### src/rtl/truth_table_sweeper.sv
// rtl/truth_table_sweeper.sv - sweeps a 3-input gate through all input codes and checks its truth table
// Optional macro SWEEP_STABILITY_CHECK_EN adds a pre-sample stability check and the `unstable` port.
module truth_table_sweeper #(
  parameter int N_IN = 3,
  parameter int SETTLE_CYCLES = 4,
  parameter logic [(1<<N_IN)-1:0] EXPECTED = 8'h51
) (
  input  logic                   clk,
  input  logic                   rst_n,
  input  logic                   start,
  input  logic                   dut_out,
  output logic [N_IN-1:0]        drive,
  output logic                   busy,
  output logic                   done,
  output logic [(1<<N_IN)-1:0]   result,
`ifdef SWEEP_STABILITY_CHECK_EN
  output logic [(1<<N_IN)-1:0]   unstable,
`endif
  output logic                   pass
);

  localparam int W = 1 << N_IN;
  localparam logic [7:0] CNT_LAST = 8'(SETTLE_CYCLES - 1);

  typedef enum logic {IDLE, SWEEP} state_t;

  state_t          state, state_n;
  logic [N_IN-1:0] drive_n;
  logic [7:0]      cnt, cnt_n;
  logic [W-1:0]    result_n;
  logic            busy_n, done_n, pass_n;
  logic [N_IN-1:0] ridx;

  // Input code 0 lands in the MSB, so the bit position is the complement of the code.
  assign ridx = ~drive;

`ifdef SWEEP_STABILITY_CHECK_EN
  localparam logic [7:0] CNT_MID = 8'(SETTLE_CYCLES - 2);
  logic [W-1:0] unstable_n;
  logic         mid_q, mid_n;
`endif

  always_ff @(posedge clk or negedge rst_n) begin
    if (!rst_n) begin
      state    <= IDLE;
      drive    <= '0;
      cnt      <= '0;
      result   <= '0;
      busy     <= 1'b0;
      done     <= 1'b0;
      pass     <= 1'b0;
`ifdef SWEEP_STABILITY_CHECK_EN
      unstable <= '0;
      mid_q    <= 1'b0;
`endif
    end else begin
      state    <= state_n;
      drive    <= drive_n;
      cnt      <= cnt_n;
      result   <= result_n;
      busy     <= busy_n;
      done     <= done_n;
      pass     <= pass_n;
`ifdef SWEEP_STABILITY_CHECK_EN
      unstable <= unstable_n;
      mid_q    <= mid_n;
`endif
    end
  end

  always_comb begin
    state_n    = state;
    drive_n    = drive;
    cnt_n      = cnt;
    result_n   = result;
    busy_n     = busy;
    done_n     = done;
    pass_n     = pass;
`ifdef SWEEP_STABILITY_CHECK_EN
    unstable_n = unstable;
    mid_n      = mid_q;
`endif
    case (state)
      IDLE: begin
        drive_n = '0;
        busy_n  = 1'b0;
        if (start) begin
          state_n  = SWEEP;
          busy_n   = 1'b1;
          done_n   = 1'b0;
          pass_n   = 1'b0;
          result_n = '0;
          cnt_n    = '0;
`ifdef SWEEP_STABILITY_CHECK_EN
          unstable_n = '0;
`endif
        end
      end
      SWEEP: begin
        if (cnt != CNT_LAST) begin
          cnt_n = cnt + 8'd1;
`ifdef SWEEP_STABILITY_CHECK_EN
          if (cnt == CNT_MID) mid_n = dut_out;
`endif
        end else begin
          result_n[ridx] = dut_out;
          cnt_n          = '0;
`ifdef SWEEP_STABILITY_CHECK_EN
          if (dut_out != mid_q) unstable_n[ridx] = 1'b1;
`endif
          if (drive == '1) begin
            // Final sample is folded into the pass decision on the same edge.
            state_n = IDLE;
            busy_n  = 1'b0;
            done_n  = 1'b1;
            drive_n = '0;
`ifdef SWEEP_STABILITY_CHECK_EN
            pass_n  = (result_n == EXPECTED) && (unstable_n == '0);
`else
            pass_n  = (result_n == EXPECTED);
`endif
          end else begin
            drive_n = drive + 1'b1;
          end
        end
      end
      default: state_n = IDLE;
    endcase
  end

endmodule

### config.mk
export PLATFORM = sky130hd
export DESIGN_NAME = truth_table_sweeper
export DESIGN_NICKNAME = d
export VERILOG_FILES = /design/src/rtl/truth_table_sweeper.sv
export SDC_FILE = /design/constraint.sdc
export NUM_CORES = 1
export LEC_CHECK = 0
export CAP_MARGIN = 0
export CORE_UTILIZATION = 40
export DETAILED_ROUTE_END_ITERATION = 10
export GPL_TIMING_DRIVEN = 1
export HOLD_SLACK_MARGIN = 0.05
export SYNTH_ARGS = -nofsm -noshare
export SYNTH_HDL_FRONTEND = slang
export SYNTH_SLANG_ARGS = --single-unit
### constraint.sdc
create_clock -name clk -period 4.4 [get_ports clk]
set_clock_uncertainty 0.2 [all_clocks]
set_input_delay 0.44 -clock clk [delete_from_list [all_inputs] [get_ports clk]]
set_output_delay 0.44 -clock clk [all_outputs]
set_load 0.02 [all_outputs]
==> results of run 1 <==
-- stage by stage --
stage	cells	hold WS, ns
after floorplan	135	-0.0556
after global placement	188	0.267
after detailed placement	188	0.274
after CTS	192	0.301
after global routing	192	0.330
final	192	0.296
-- worst paths after layout --
check                                 end  slack, ns  cells after the start
worst max-delay path            result[6]       1.68                      4
worst min-delay path                 busy       0.30                      1
worst max register to register  result[6]       1.68                      4
worst min register to register       busy       0.30                      1
max in group asynchronous            busy       2.91                      1
min in group asynchronous       result[0]       0.47                      1
-- cell usage after synthesis, types with 2 or more instances --
cell type,number
sky130_fd_sc_hd__clkbuf_1,4
sky130_fd_sc_hd__or2_2,2
sky130_fd_sc_hd__o32ai_2,2
sky130_fd_sc_hd__nor2b_1,2
sky130_fd_sc_hd__a21oi_2,5
sky130_fd_sc_hd__nor2_1,6
sky130_fd_sc_hd__inv_1,11
sky130_fd_sc_hd__nand2b_1,4
sky130_fd_sc_hd__and3_1,3
sky130_fd_sc_hd__o21ai_1,2
sky130_fd_sc_hd__o21ai_0,4
sky130_fd_sc_hd__ha_1,3
sky130_fd_sc_hd__o22ai_1,5
sky130_fd_sc_hd__a22o_1,6
sky130_fd_sc_hd__a21oi_1,7
sky130_fd_sc_hd__xnor2_1,2
sky130_fd_sc_hd__nand3_1,6
sky130_fd_sc_hd__dfrtp_1,23
sky130_fd_sc_hd__nand2_1,8
-- routing by layer --
layer	global-route usage [%]	wire, microns
met3	1.95	73
met5	0	0
met4	9.97	51
met2	30.0	1290
met1	25.0	1430
-- state kept, by name, summed over array words and instances, names as in the netlist --
register and cells:
busy 1, cnt 8, done 1, drive 3
pass 1, result 8, state 1
-- cell families (layout without fill, tap and decap cells) --
family | Yosys count | count (layout) | share of synthesized area, %
AO/OA/AOI/OAI | 42 | 42 | 24.6
XOR/XNOR | 3 | 3 | 1.96
adder cells (fa/ha/maj) | 3 | 3 | 2.80
buffers and inverters | 19 | 32 | 6.24
flip-flops | 23 | 23 | 42.9
multiplexers | 2 | 2 | 1.58
AND/OR/NAND/NOR | 43 | 43 | 19.9
-- final cells by class --
| cell class | instances | area (sq um) | area share, % |
|---|---|---|---|
| clock inverters | 1 | 5.00 | 0.322 |
| flip-flops and latches | 23 | 576 | 37.1 |
| well taps | 44 | 55.1 | 3.55 |
| inverters | 11 | 41.3 | 2.66 |
| clock buffers | 3 | 22.5 | 1.45 |
| repair buffers | 17 | 170 | 11.0 |
| multi-input cells | 93 | 683 | 44.0 |
-- placed cells by master (no fill, tap or decap), drive strengths merged, types with 3 or more instances in the layout --
cell	instances
nand2b	4
nand3	7
a21oi	12
and3	3
inv	11
dfrtp	23
clkbuf	3
nor2	6
o22ai	6
a22o	6
o21ai	6
clkdlybuf4s50	17
nand2	9
ha	3
-- where the power goes --
part	switching (mW)	total (mW)	leakage [nW]	internal, mW
Sequential	0.113	0.385	0.299	0.272
Clock	0.0682	0.102	0.0177	0.0341
Combinational	0.214	0.411	0.332	0.197
==> flow_results.org, run 1 <==
** Drt
- Total routed wirelength :: 2840 microns
- Number of vias in the routed layout :: about 1000
- DRC Markers :: 0
- The count of nets left with antenna violations once routing finished came out at 0.
- Mean number of vias per cell :: 5.44
- Dividing the detail-routed wire length by the instance count gives approximately 15 microns.
- The first detailed-routing pass ran for 4 iterations.
- After the first detailed-routing iteration, the DRC count stood at 30.

** GRT
- The via count of the first global-routing pass came to approximately 1000.
- First-pass GRT wire length :: about 4900 microns
- The number of antenna violations at the first check in global routing came to 0.
- Pin count of the biggest net entering global routing :: 24
- After global routing the overflow that remains totals 0.
- Global routing usage summed across all routing layers :: a little under a fifth

** Timing
- Setup Total Neg Slack :: 0 ns
- The final number of hold-violating endpoints came to 0.
- The routed design could run at a clock period as short as 2.72 ns.
- The number of max-slew violations in the final report was 0.
- Headroom to the max-slew limit came out at a little over a quarter.
- The worst path meets setup with ~1.7 ns of slack.
- Setup repair after global routing left no endpoint under its margin.
- Transition time at the pin with the least slew margin :: roughly 1.1 ns
- After layout, the worst path uses approximately three fifths of the clock period.
- Fmax :: around 0.37 GHz
- Setup violation total in the final timing report :: 0

** Setup path
- STA classifies the critical path startpoint as a flip-flop.
- The number of buffers and inverters on the critical path is 0.
- Required @ worst endpoint :: about 4.4 ns
- Maximum fanout count along the critical path :: 17
- Chain of cells forming the critical path :: or4_4 -> nor4_4 -> nand3_2 -> o32ai_2
- For the worst setup path, the data arrival time is ~2.8 ns.
- The worst setup path is of the flip-flop to flip-flop kind.
- Slowest stage cell, crit path :: sky130_fd_sc_hd__nor4_4
- The worst register-to-register path begins at cnt[4].
- In this design, the largest share of critical-path delay is due to simple AND/OR/NAND/NOR gates.
- Slowest Stage Delay on Critical Path :: 0.90 ns
- Startpoint of the worst setup timing path :: cnt[4]
- Kind of end point of the critical path :: flip-flop

** Clock tree
- Total CTS buffers :: 3
- CTS built an H-tree with a depth of 1.
- Clock latency on the worst-skew pair :: 0.32 ns
- CTS tree :: built
- Clock root buffer :: sky130_fd_sc_hd__clkbuf_4
- Counting along the longest clock path gives a buffer depth of 2.
- The clock drives 23 sinks.
- Post-cts gate resize count :: 0
- Clock slew at reported path FFs :: 0.14 ns
- Number of post-CTS setup repair buffers :: 0
- Hold repair after CTS inserted 0 buffers.

** Worst hold path
- The path class of the tightest hold or removal check is flip-flop to flip-flop.
- The worst hold path begins at busy.

** Power and ir drop
- Total power draw :: ~0.9 mW
- Peak supply drop :: around 0.39 mV
- Standby leakage power :: approximately 0.65 nW
- For this design the ratio of total power to cell area is ~580 mW/mm^2.

** Layout
- Area growth, synth to finish :: 15.7%
- The final layout contains 156 nets.
- ANT cells :: 0
- Fillers :: 299
- Of the cells placed in the final design, the portion with a size suffix greater than 1 is about 16%.
- Final core area utilization :: between 40% and 50%
- After routing the design area is approximately 0.0016 sq mm.

** Status
- Run status :: complete, no violations

** Synth
- The netlist uses approximately 50 different library cells.
- Commonest register cell after synthesis :: sky130_fd_sc_hd__dfrtp_1
- Yosys top cell area share :: between 40% and 50%
- FFs w/ async S/R, synth :: between 90% and 100%
- Avg Inst Size Synth :: ~9.9 sq um
- The share of the Yosys chip area taken by registers is 42.9%.
- Synthesized cell area :: about 0.0013 sq mm
- Synthesis produced approximately 140 cells.
- Synthesis inferred 23 register bits.
- Number of nets produced by synthesis :: roughly 140
- By area the synthesized netlist is led by sky130_fd_sc_hd__dfrtp_1, sky130_fd_sc_hd__a22o_1, sky130_fd_sc_hd__a21oi_2, sky130_fd_sc_hd__inv_1, sky130_fd_sc_hd__ha_1.
- Number of warning messages in the yosys log :: 0
- Number of synthesized flops with an enable pin :: 0
- Top cell type by total area after synthesis :: sky130_fd_sc_hd__dfrtp_1

** Floorplanning
- The die is 59.9 microns tall.
- Core area :: approximately 0.0031 sq mm
- Die footprint :: between 0.003 and 0.004 sq mm
- Number of standard-cell rows in the floorplan :: 20
- Overall die width :: 59.9 microns
- Boundary pin count :: 18
- Once the floorplan was initialized, standard cells occupied between 40% and 50% of the core.

** Placement
- Summing all placed instances gives a cell area of 0.00153 sq mm.
- Port Buffer Count :: 17
- HPWL after detailed placement :: about 2000 microns
- Final weighted congestion in routability-driven placement :: roughly 0.77
- Dpl ws :: 1.72 ns

** Job
- The tool flagged a number of max-cap violations equal to 0.
(Power assumes the default switching activity.)
==> inputs of run 2 (changes only) <==
clock period = 2.75 ns   (was 4.4 ns; I/O delays follow)
==> flow_results.org, run 2 (synthesis gave the netlist of run 1 again) <==
** Drt
- The first-iteration detailed-routing DRC count came to 22 (-27%).
- The vias after detailed routing came to 1092 (+4.5%).
- The first-pass iteration count of the detailed router came to 4 (unchanged).
- Mean number of vias per cell :: 5.54 (+1.8%)
- Antenna viol nets, final :: 0 (unchanged)
- Total routed wirelength :: 2890 microns (+1.9%)
- The mean routed wirelength per cell came to 14.7 microns (-0.65%).
- DRC Markers :: 0 (unchanged)

** Clock tree
- The number of sinks driven by the clock tree was 23 (unchanged).
- The buffers inserted during post-CTS setup optimization came to 0 (unchanged).
- The clock insertion delay at the later pin of the skew report was 0.31 ns (about the same).
- Bufs on Longest Clock Path :: 2 (unchanged)
- The quantity of hold-fixing buffers added after cts came to 0 (unchanged).
- Max H-tree Level :: 1 (unchanged)
- TritonCTS built the clock tree.
- Total CTS buffers :: 3 (unchanged)
- The cell sitting at the root of the clock tree is a sky130_fd_sc_hd__clkbuf_4.
- The number of gates resized after CTS is 0 (unchanged).
- Clock slew at reported path FFs :: 0.13 ns (about the same)

** Timing
- Setup Total Neg Slack :: 0 ns (unchanged)
- The period utilization came to 80.5% (+19 points).
- Fin crit period :: 2.21 ns (-0.503 ns)
- Fmax :: 0.452 GHz (+23%)
- RSZ-0062 raised after global routing :: no
- Total count of max-transition violations in the final report :: 0 (unchanged)
- Transition time at the pin with the least slew margin :: 0.543 ns (-0.540 ns)
- Headroom to the max-slew limit :: 63.8% (+37 points)
- Setup violation total in the final timing report :: 0 (unchanged)
- Final Hold Fails :: 0 (unchanged)

** Setup path
- Capturing point of the worst reg2reg path :: result[7]
- The top fanout value on the critical path is 17 (unchanged).
- Kind of start point of the critical path :: flip-flop
- The endpoint arrival time on the critical path came to 2.24 ns (-0.52 ns).
- In this design, the largest share of critical-path delay is due to simple AND/OR/NAND/NOR gates.
- Required @ worst endpoint :: 2.78 ns (-1.66 ns)
- Category of the critical setup timing path :: flip-flop to flip-flop
- Walking the worst path, the cells encountered are or4_4 -> nor4_4 -> buf_4 -> nand3b_2 -> o32ai_2.
- Slowest stage cell, crit path :: sky130_fd_sc_hd__or4_4
- The buffer and inverter count on the worst path was 1 (+1).
- Slowest Stage Delay on Critical Path :: 0.58 ns (-0.32 ns)
- STA classifies the critical path endpoint as a flip-flop.
- Logic depth of the worst register-to-register path :: 5 (+1)
- Setup slack, reg-to-reg :: 0.54 ns (-1.15 ns)
- In this run the critical register-to-register path is launched from cnt[4].

** Layout
- Top library cells by usage in the layout, fill and taps aside :: sky130_fd_sc_hd__dfrtp_1, sky130_fd_sc_hd__clkdlybuf4s50_1, sky130_fd_sc_hd__inv_1
- ANT cells :: 0 (unchanged)
- The share of cells above drive strength 1 came to 17.6% (+2.1 points).
- The cell area after layout is 0.00159 sq mm (+2.3%).
- Area growth, synth to finish :: 18.4%
- The number of nets in the layout is 161 (+3.2%).
- Biggest registers after layout :: cnt (8), result (8), drive (3)
- The post-layout instance count excluding filler cells came to 197 (+2.6%).
- Most frequent standard cell in the layout excluding fill and tap cells :: sky130_fd_sc_hd__dfrtp_1

** Power and ir drop
- The worst voltage drop across the vdd grid is 0.455 mV (+18%).
- Total power draw :: 1.45 mW (+62%)
- Power Density :: 914 mW/mm^2 (+58%)
- Standby leakage power :: 0.672 nW (+3.6%)

** Placement
- The cell count after placement is 193 (+2.7%).
- Final weighted congestion in routability-driven placement :: 0.768 (-0.84%)
- The number of buffer cells added on primary ports was 17 (unchanged).
- The post-detailed-placement cell area is 0.00156 sq mm (+2.5%).
- HPWL after detailed placement :: 2060 microns (+3.1%)

** Floorplanning
- Die footprint :: 0.00359 sq mm (unchanged)
- The starting density of the core was 42.9% (unchanged).
- The boundary pin count was 18 (unchanged).
- Overall die width :: 59.9 microns (unchanged)
- The floorplan row count is 20 (unchanged).
- Core area :: 0.00313 sq mm (unchanged)
- Chip height :: 59.9 microns (unchanged)

** GRT
- The via count of the first global-routing pass was 1104 (+7.4%).
- The wire length of the first global-routing pass came to 4960 microns (+2.3%).
- The pin count of the biggest net entering global routing was 24 (unchanged).
- The number of antenna violations at the first check in global routing was 0 (unchanged).
- The total overflow reported by the global router is 0 (unchanged).
- The global-route usage over all layers is 18.5% (-0.23 points).

** Worst hold path
- Worst Hold Class :: primary input to async pin

** Job
- The max-cap violation count was 0 (unchanged).

** Status
- Run status :: complete, no violations
[run 2: area by class of cell]
| class | instances | area, sq um |
|---|---|---|
| fill | 310 | 1540 |
| multi-input combinational | 93 | 683 |
| sequential | 23 | 576 |
| timing repair buffer | 22 | 208 |
| tap | 44 | 55.1 |
| inverter | 11 | 41.3 |
| clock buffer | 4 | 26.3 |
[run 2: per-layer routing]
| metal | up-vias | GRT usage [%] | wire length (microns) |
|---|---|---|---|
| met1 | 547 | 23.0 | 1320 |
| li1 | 526 | - | - |
| met4 | 0 | 6.98 | 19 |
| met2 | 17 | 32.9 | 1470 |
| met3 | 2 | 1.95 | 85 |
| met5 | - | 0 | 0 |
[run 2: worst max path at each step]
stage          startpoint        end  slack [ns]  depth (start not counted)
3_3_place_gp       cnt[4]  result[7]        0.60                          4
6_report           cnt[4]  result[7]        0.54                          5
2_1_floorplan      cnt[4]  result[5]        0.69                          5
5_1_grt            cnt[4]  result[6]        0.43                          5
4_1_cts            cnt[4]  result[7]        0.53                          5
3_5_place_dp       cnt[4]  result[5]        0.57                          4
[run 2: worst reg2reg max path: cells and delay by family (launching register included)]
family	cells	cell delay (ns)
buffers and inverters	1	0.29
and+or+nand+nor	3	0.96
AOI/OAI and AO/OA	1	0.22
DFF	1	0.45
[run 2: stage by stage]
stage / utilization, % / hold WS, ns / setup slack, ns
2_1_floorplan: - / -0.221 / 0.694
3_5_place_dp: 50.0 / 0.270 / 0.568
3_3_place_gp: 50.0 / 0.266 / 0.601
4_1_cts: 50.8 / 0.0960 / 0.534
5_1_grt: 50.8 / 0.126 / 0.429
6_report: 50.8 / 0.0965 / 0.536
[run 2: report_power, final]
group | total, mW | internal [mW] | switching [mW] | leakage, nW
registers | 0.568 | 0.436 | 0.132 | 0.299
clock network | 0.157 | 0.0566 | 0.101 | 0.0150
logic | 0.727 | 0.336 | 0.391 | 0.358
==> inputs of run 3 (changes only) <==
clock period = 1.9 ns   (was 2.75 ns; I/O delays follow)
==> flow_results.org, run 3 (synthesis gave the netlist of run 1 again) <==
** GRT
- The total overflow reported by the global router was 0 (unchanged).
- The wire length of the first global-routing pass is 5200 microns (+4.9%).
- Vias in the first global route :: 1143 (+3.5%)
- The global-route usage over all layers came to 19.7% (+1.1 points).
- Pin count of the biggest net entering global routing :: 24 (unchanged)
- The number of antenna violations at the first check in global routing was 0 (unchanged).

** Floorplanning
- The area inside the core boundary was 0.00313 sq mm (unchanged).
- The boundary pin count is 18 (unchanged).
- Initial Util :: 42.9% (unchanged)
- Number of standard-cell rows in the floorplan :: 20 (unchanged)
- The die span in x is 59.9 microns (unchanged).
- Chip height :: 59.9 microns (unchanged)
- Die footprint :: 0.00359 sq mm (unchanged)

** Placement
- The number of buffer cells added on primary ports came to 17 (unchanged).
- Dpl ws :: -0.0992 ns (-0.667 ns)
- Total cell area at the placement stage :: 0.00171 sq mm (+9.4%)
- HPWL after detailed placement :: 2190 microns (+6.7%)
- The weighted congestion at the end of routability-driven global placement came to 0.822 (+7.0%).
- The cell count after placement was 212 (+9.8%).

** Layout
- Area growth, synth to finish :: 36.5%
- Layout Nets :: 186 (+16%)
- The cell area after layout came to 0.00183 sq mm (+15%).
- Share of layout cells above drive strength 1 :: 32.0% (+14 points)
- Most frequent standard cell in the layout excluding fill and tap cells :: sky130_fd_sc_hd__buf_4
- Final cell count without fillers :: 222 (+13%)
- ANT cells :: 0 (unchanged)
- Biggest registers after layout :: cnt (8), result (8), drive (3)
- Top library cells by usage in the layout, fill and taps aside :: sky130_fd_sc_hd__buf_4, sky130_fd_sc_hd__dfrtp_1, sky130_fd_sc_hd__clkdlybuf4s50_1

** Timing
- Transition time at the pin with the least slew margin :: 0.309 ns (-0.234 ns)
- The final number of hold-violating endpoints came to 0 (unchanged).
- Fin crit period :: 2.00 ns (-0.214 ns)
- Fmax :: 0.500 GHz (+11%)
- The number of max-slew violations in the final report came to 0 (unchanged).
- Setup Total Neg Slack :: -1.11 ns (-1.11 ns)
- The worst slew slack as a fraction of its limit is 79.4% (+16 points).
- Setup violation total in the final timing report :: 19 (+19)
- The final setup slack of the worst path came to -0.101 ns (-0.636 ns).
- The period utilization is 105% (+25 points).
- Setup repair after global routing could not meet its margin everywhere.

** Clock tree
- The number of sinks driven by the clock tree was 23 (unchanged).
- Clock latency on the worst-skew pair :: 0.32 ns (about the same)
- The clock slew at the register clock pins of the worst setup and hold paths came to 0.13 ns (about the same).
- Bufs on Longest Clock Path :: 2 (unchanged)
- Max H-tree Level :: 1 (unchanged)
- CTS tree :: built
- The cell sitting at the root of the clock tree is a sky130_fd_sc_hd__clkbuf_4.
- Total CTS buffers :: 3 (unchanged)

** Setup path
- Kind of end point of the critical path :: flip-flop
- Maximum fanout count along the critical path :: 7 (-10)
- Category of the critical setup timing path :: flip-flop to flip-flop
- The endpoint arrival time on the critical path is 2.02 ns (-0.22 ns).
- STA classifies the critical path startpoint as a flip-flop.
- Required @ worst endpoint :: 1.92 ns (-0.86 ns)

** Drt
- The total wire length is 3190 microns (+10%).
- DRC marker count from the first detailed-route iteration :: 57 (+160%)
- The number of nets still failing antenna checks after routing came to 0 (unchanged).
- DRC Markers :: 0 (unchanged)
- The mean routed wirelength per cell came to 14.4 microns (-2.2%).
- The first-pass iteration count of the detailed router is 4 (unchanged).
- Number of vias in the routed layout :: 1199 (+9.8%)
- The via density per instance was 5.40 (-2.6%).

** Job
- The max-cap violation count is 0 (unchanged).

** Status
- Run status :: finished, violations left
- Violations in the final reports :: negative setup slack

** Worst hold path
- The tightest min-delay check is of the flip-flop to flip-flop type.

** Power and ir drop
- The worst voltage drop across the vdd grid is 0.775 mV (+70%).
- Standby leakage power :: 0.818 nW (+22%)
- Power Density :: 1310 mW/mm^2 (+44%)
run 3: critical path, cell delays in order (launching register included):
cell and delay, ns:
sky130_fd_sc_hd__dfrtp_1 0.40, sky130_fd_sc_hd__or4_4 0.57, sky130_fd_sc_hd__o31a_1 0.36, sky130_fd_sc_hd__a21o_1 0.19, sky130_fd_sc_hd__a22o_1 0.18
run 3: layout make-up:
type / count / area (sq um)
Timing Repair Buffer: 47 / 415
Inverter: 11 / 41.3
Fill cell: 278 / 1290
Sequential cell: 23 / 576
Multi-Input combinational cell: 93 / 719
Clock buffer: 4 / 26.3
Tap cell: 44 / 55.1
run 3: power by group:
group	switching, mW	internal, mW	leakage, nW
sequential	0.124	0.632	0.299
combinational	0.722	0.689	0.504
clock	0.159	0.0823	0.0150
total	1.00	1.40	0.818
run 3: through the flow:
stage	hold slack, ns	power [mW]	util, %
2_1_floorplan	-0.306	1.58	-
3_3_place_gp	0.264	2.04	54.6
3_5_place_dp	0.275	2.06	54.6
4_1_cts	0.310	2.35	57.2
5_1_grt	0.322	2.58	58.6
6_report	0.304	2.41	58.6
run 3: routing by layer:
layer	part of all wire (%)	vias to the layer above	global-route usage [%]
met4	2.0	0	8.97
met3	3.4	7	3.03
met2	47	23	30.8
met5	0	-	0
li1	-	579	-
met1	47	590	26.6
run 3: path summary, 6_finish.rpt:
| path | start | end | slack (ns) | depth (start not counted) |
|---|---|---|---|---|
| max in group asynchronous | rst_n | state | 0.70 | 3 |
| max reg2reg | cnt[7] | cnt[7] | -0.10 | 4 |
| min reg2reg | busy | busy | 0.30 | 1 |
| min | busy | busy | 0.30 | 1 |
| max | cnt[7] | cnt[7] | -0.10 | 4 |
| min in group asynchronous | rst_n | result[3] | 0.56 | 3 |
run 3: what timing repair did:
action / 4_1_cts / 5_1_grt
pin swaps: 0 / 2
buffers inserted: 4 / 0
hold buffers: 1 / 0
gates cloned: 0 / 1
endpoints found under the hold margin: 23 / 0
endpoints found under the setup margin: 17 / 21
gates resized for setup: 6 / 10
